File: src/rtl/instruction_fetch_ctrl.sv
// instruction_fetch_ctrl: fetch sequencer between instruction memory and decode.
// Owns the program counter, drives a registered memory address, captures the
// returned word with a valid/ready handshake, handles start, backpressure,
// taken branches (redirect + flush) and end-of-program halt.
// Optional build macro FETCH_WRAP_EN: the program loops back to address 0
// instead of draining and halting at the last word.
module instruction_fetch_ctrl #(
    parameter int tam       = 8,
    parameter int MEM_DEPTH = 6
) (
    input  logic           clk,
    input  logic           reset,
    input  logic           start,
    input  logic           outReady,
    input  logic           branchTaken,
    input  logic [tam-1:0] branchTarget,
    input  logic [tam-1:0] instrIn,
    output logic [tam-1:0] addrOut,
    output logic [tam-1:0] instrOut,
    output logic [tam-1:0] pcOut,
    output logic           instrValid,
    output logic           halted
);

    typedef enum logic [1:0] {
        S_IDLE,
        S_RUN,
        S_DRAIN,
        S_HALT
    } state_t;

    localparam logic [tam-1:0] LAST_ADDR = tam'(MEM_DEPTH - 1);
    localparam logic [tam:0]   DEPTH_EXT = (tam + 1)'(MEM_DEPTH);

    state_t         r_state;
    logic [tam-1:0] r_addr;
    logic [tam-1:0] r_instr;
    logic [tam-1:0] r_pc;
    logic           r_valid;
    logic           r_halted;

    logic           w_load;
    logic           w_tgt_ok;
    logic           w_at_last;
    logic [tam-1:0] w_addr_inc;

    // Load decision, branch range check and next sequential address
    always_comb begin
        w_load     = !r_valid || outReady;
        w_tgt_ok   = {1'b0, branchTarget} < DEPTH_EXT;
        w_at_last  = (r_addr == LAST_ADDR);
        w_addr_inc = r_addr + tam'(1);
    end

    // Fetch state machine with all outputs registered
    always_ff @(posedge clk) begin
        if (reset) begin
            r_state  <= S_IDLE;
            r_addr   <= '0;
            r_instr  <= '0;
            r_pc     <= '0;
            r_valid  <= 1'b0;
            r_halted <= 1'b0;
        end else begin
            case (r_state)
                S_IDLE: begin
                    if (start) begin
                        r_state <= S_RUN;
                        r_addr  <= '0;
                    end
                end
                S_RUN, S_DRAIN: begin
                    if (branchTaken) begin
                        // Held word is dropped even if decode accepts it this cycle
                        r_valid <= 1'b0;
                        if (w_tgt_ok) begin
                            r_addr  <= branchTarget;
                            r_state <= S_RUN;
                        end else begin
                            r_state  <= S_HALT;
                            r_halted <= 1'b1;
                        end
                    end else if (r_state == S_DRAIN) begin
                        if (outReady) begin
                            r_valid  <= 1'b0;
                            r_state  <= S_HALT;
                            r_halted <= 1'b1;
                        end
                    end else if (w_load) begin
                        r_instr <= instrIn;
                        r_pc    <= r_addr;
                        r_valid <= 1'b1;
                        if (w_at_last) begin
`ifdef FETCH_WRAP_EN
                            r_addr <= '0;
`else
                            r_state <= S_DRAIN;
`endif
                        end else begin
                            r_addr <= w_addr_inc;
                        end
                    end
                end
                S_HALT: begin
                    r_valid <= 1'b0;
                    if (start) begin
                        r_state  <= S_RUN;
                        r_addr   <= '0;
                        r_halted <= 1'b0;
                    end
                end
                default: r_state <= S_IDLE;
            endcase
        end
    end

    assign addrOut    = r_addr;
    assign instrOut   = r_instr;
    assign pcOut      = r_pc;
    assign instrValid = r_valid;
    assign halted     = r_halted;

endmodule

File: config.mk
export PLATFORM = sky130hd
export DESIGN_NAME = instruction_fetch_ctrl
export DESIGN_NICKNAME = d
export VERILOG_FILES = /design/src/rtl/instruction_fetch_ctrl.sv
export SDC_FILE = /design/constraint.sdc
export NUM_CORES = 1
export LEC_CHECK = 0
export ABC_CLOCK_PERIOD_IN_PS = 3100
export CAP_MARGIN = 25
export CORE_MARGIN = 3
export CORE_UTILIZATION = 49
export DETAILED_ROUTE_END_ITERATION = 6
export PLACE_DENSITY = 0.88
export RECOVER_POWER = 50
export SETUP_SLACK_MARGIN = 0.2
export SKIP_LAST_GASP = 1
export SLEW_MARGIN = 20
export SYNTH_ARGS = -nofsm -noshare
export SYNTH_HDL_FRONTEND = slang
export SYNTH_SLANG_ARGS = --single-unit
File: constraint.sdc
create_clock -name clk -period 3.1 [get_ports clk]
set_input_delay 0.93 -clock clk [delete_from_list [all_inputs] [get_ports clk]]
set_output_delay 0.93 -clock clk [all_outputs]
set_load 0.01 [all_outputs]
==> impl_metrics.yaml <==
run_status:
  status: "completed"
finish:
  areaGrowthSynthToFinish_pct: 38.45
  nNetsFinal: 255
  antenna_cells: 0
  drive_above_1_share: 0.07080
  n_fill_cell: 235
sta:
  finalMaxSlewViolations: 0
  finalSetupViolCount: 0
  setup_tns_ns: 0
  skew_ns: 0.01269
  timing.slew.headroom: 0.5719
  rsz0062_at_grt: "no"
  layout_setup_ws_ns: 0.4615
  fmax_mhz: 379.0
  fin_crit_sh: 0.8511
  period_needed_ns: 2.639
  hold_ws_ns: 0.4594
  tightestPinTransition_ns: 0.6421
  hold_viol: 0
synthesis:
  ys_seq_elements: 28
  synth_largest_area_cell: "dfxtp_1"
  syn_area_um2: 1435
  yosys_most_used_dff: "dfxtp_1"
  syn-mean-instance-area_um2: 8.017
  syn-instance-count: 179
  synth_nets: 207
  yosysWarnings: 0
  postSynth.asyncResetShare: 0
  synth_edf_count: 0
  synth_area_leaders: "dfxtp_1 39%, nand2_1 12%, a21oi_1 8.0%, ha_1 6.1%, o21ai_0 2.8%"
  synth_cell_types: 42
  synth_top_cell_area_share: 0.3906
  seq_area_frac_synth: 0.3906
clock_tree:
  cts-buffers-inserted: 3
  cts_root_buf: "clkbuf_4"
  postCtsSetupBuffers: 0
  path_clk_slew_ns: 0.14
  clk_path_buf_depth: 2
  cts_resized: 0
  cts_hold_buf: 0
  htreeDepth: 1
  cts_tree: "yes"
  cts_sinks: 28
  insertion_delay_ns: 0.34
worst_hold_path:
  hold_path_class: "reg2reg"
setup_path:
  critPathRequiredTime_ns: 3.34
  start_kind: "primary input"
  crit_arrival_ns: 2.87
  worstSetupEndpointType: "flop"
  crit_fanout: 16
  path_class: "in2reg"
placement:
  dp_hpwl_um: 2689
  io_buffers: 46
  preCtsSetupSlack_ns: 0.1788
  gp_congestion: 0.9169
power_and_ir_drop:
  p_per_area_nw_per_um2: 684.7
  irDropWorstVdd_mv: 0.5868
  power_leakage_nw: 0.7957
grt:
  grt_pass1_vias: 1350
  grt_max_degree: 19
  track_usage: 0.2085
  grt_pass1_wl_um: 5830
  grt_overflow: 0
  antenna_found_initial: 0
routing:
  dr.pass1.iters: 4
  avgViaCountPerCell: 5.642
  drt_wl_total_um: 3507
  antenna_left: 0
  drt_iter0_markers: 76
  route.detailed.drc: 0
  avgRoutedWirePerCell_um: 13.65
  num_vias: 1450
floorplan:
  die_h_um: 60.12
  rows: 19
  ios: 47
  core-area_um2: 2781
  initial_utilization: 0.5160
  dieWidth_um: 60.12
  dieArea_um2: 3614
run:
  maxCapViolations: 0
[cells by family after synthesis]
logic type / after synthesis / synth area share
and+or+nand+nor: 72 / 0.2267
AOI/OAI and AO/OA: 54 / 0.2633
DFF: 28 / 0.3906
buffers and inverters: 16 / 0.04446
adders and majority gates: 7 / 0.06103
muxes: 2 / 0.01395
[critical path, cell delays in order]
cell           delay [ns]
dlygate4sd3_1        0.66
or3b_1               0.46
or2_0                0.28
clkbuf_1             0.32
nand2_1              0.15
a21oi_1              0.07
[state kept, by name (all words and copies together), names as in the netlist]
signal / flops
addrOut: 8
instrOut: 8
pcOut: 8
r_state: 2
halted: 1
instrValid: 1
[report_power, final]
part	leakage [nW]	switching, W	total [W]	internal (W)
clock	0.0279	0.000113	0.000244	0.000131
sequential	0.228	0.0000746	0.000509	0.000434
combinational	0.540	0.000324	0.000607	0.000283
total	0.796	0.000512	0.00136	0.000848
[per-stage QoR]
stage               area [um2]  instances  utilization  power (W)
floorplan                 1435        179            -  0.0009026
global placement          1938        253       0.6968   0.001142
detailed placement        1938        253       0.6968   0.001153
CTS                       1991        257       0.7157   0.001392
global route              1987        257       0.7144   0.001455
finish                    1987        257       0.7144   0.001360
[Yosys cell counts (3+ instances only)]
cell and n:
a21oi_1 23, a22o_1 4, buf_2 3, clkbuf_1 4, dfxtp_1 28, ha_1 7
inv_1 7, nand2_1 45, nand3_1 3, nor2_1 9, nor2b_1 3, o21ai_0 8
[cells in the final DEF (no fill, tap or decap), drive strengths merged, types with 2 or more instances in the layout]
cell type,synthesis,layout
nor2b,3,3
nor2,10,10
a21oi,24,24
a21o,2,2
inv,7,7
nand4,2,2
nand3,3,3
clkbuf,4,4
clkdlybuf4s50,0,21
o21ai,10,10
a221oi,2,2
dlygate4sd3,0,25
o41ai,2,2
ha,7,7
nand2,45,45
a311oi,2,2
dfxtp,28,28
buf,4,4
mux2i,2,2
a22o,4,4
[per-layer routing]
metal / GRT usage / up-vias / share of wire
met5: 0 / - / 0
met4: 0.1013 / 0 / 0.030
met3: 0.03672 / 14 / 0.061
met2: 0.3488 / 55 / 0.47
met1: 0.2552 / 661 / 0.44
li1: - / 720 / -
[final timing paths]
path | startpoint | to | slack [ns] | cells past startpoint
max reg2reg | r_state[1] | pcOut[3] | 0.84 | 7
min reg2reg | pcOut[4] | pcOut[4] | 0.46 | 2
min | pcOut[4] | pcOut[4] | 0.46 | 2
max | branchTaken | pcOut[3] | 0.46 | 6
[layout make-up]
type	instances	area (um2)	area share
multi-input combinational	135	810.8	0.4081
sequential	28	560.5	0.2821
timing repair buffer	51	494.2	0.2487
tap	31	38.79	0.01952
clock inverter	1	30.03	0.01511
inverter	8	30.03	0.01511
clock buffer	3	22.52	0.01133
No activity file was read; power rests on OpenSTA's default activity.
==> edit, RTL diff (same flow settings) <==
Add a define of `FETCH_WRAP_EN`.
--- a/src/rtl/instruction_fetch_ctrl.sv
+++ b/src/rtl/instruction_fetch_ctrl.sv
@@ -4,6 +4,8 @@
 // taken branches (redirect + flush) and end-of-program halt.
 // Optional build macro FETCH_WRAP_EN: the program loops back to address 0
 // instead of draining and halting at the last word.
+`define FETCH_WRAP_EN
+
 module instruction_fetch_ctrl #(
     parameter int tam       = 8,
     parameter int MEM_DEPTH = 6
Check against the original RTL: not equivalent (a bounded check fails within 4 cycles, from zero or initial values and one cycle with reset high).
==> edit against the original RTL <==
- worst setup slack improved by 200 ps
- sequential cell count unchanged
- count of clock-buffer cells in the layout unchanged
- sequential share of layout area increased by 0.23 points
- routed wire length increased by 6.4%
- maximum frequency increased by 8.1%
- design area decreased by 0.82%
- synthesized area increased by 2.6%
Power is not compared: it rests on default switching activity, and its combinational part moved more than twofold at a synthesized area within 25%.
==> edit: results <==
[routing]
wl_met1_um = 1580
dr_wl_met2_um = 1890
drtIter0Drc = 65
wl_met3_um = 176
wirelength_um = 3730
vias_per_cell = 5.73

[place]
gp_congestion = 0.861
placed_area_um2 = 1930
post-place-ws_ps = 480
placedCellCount = 247
dp_hpwl_um = 2810

[yosys]
ys_types = 41
avgSynthCellArea_um2 = 8.18
synth_area_leaders = dfxtp_1 (38%), nand2_1 (10%), a21oi_1 (6.8%)
synth-seq-area-share_pct = 38.1
synth_commonest_cells = nand2_1 (40), dfxtp_1 (28), a21oi_1 (20)
synth_top_area_share_pct = 38.1
syn_nets = 208

[cells_and_area]
comb.multi_input.count = 134
buffer_area_share_pct = 24.1
buffers_excl_clock = 48
multi_input_area_share_pct = 41.7

[global_route]
grtUsageTotal_pct = 21.6
grt_pass1_wl_um = 5990
use_met3_pct = 3.40
grt_pass1_vias = 1372
met2_usage_pct = 38.8
grt_max_degree = 23

[worst_setup_path]
slowest_delay_ps = 630
r2r_end = addrOut[1]$_SDFFE_PP0P_
critPathTopFamily = simple AND/OR/NAND/NOR gates
rrSetupSlack_ps = 1130
reg2reg_from = r_state[0]$_SDFFE_PP0P_

[die]
die-area_um2 = 3700

[timing]
fmax_ghz = 0.410
relSlewSlack_pct = 61.8
hold_ws_ps = 462

[hold_path]
min-delay-start = pcOut[6]$_SDFFE_PP0P_
whs_endpoint = pcOut[6]$_SDFFE_PP0P_

[status]
status = complete, no violations

[power_and_ir_drop]
finalPower_mw = 0.861
## edit: cell types whose count changed in the layout (fill, tap and decap cells not counted), moves of 3 or more
| cell | before | now |
|---|---|---|
| a21oi_1 | 23 | 20 |
| nor3_1 | 1 | 4 |
| a32o_1 | 0 | 3 |
| o21ai_0 | 8 | 2 |
| nand2_1 | 45 | 40 |
| clkdlybuf4s50_1 | 21 | 28 |
| dlygate4sd3_1 | 25 | 18 |
## edit: cells by family after synthesis
kind of cell | after synthesis | share of synthesized area, %
AO/OA/AOI/OAI | 49 | 24.4
adder cells (fa/ha/maj) | 7 | 5.95
buffers and inverters | 18 | 5.27
flip-flops | 28 | 38.1
AND/OR/NAND/NOR | 77 | 25.7
multiplexers | 1 | 0.680
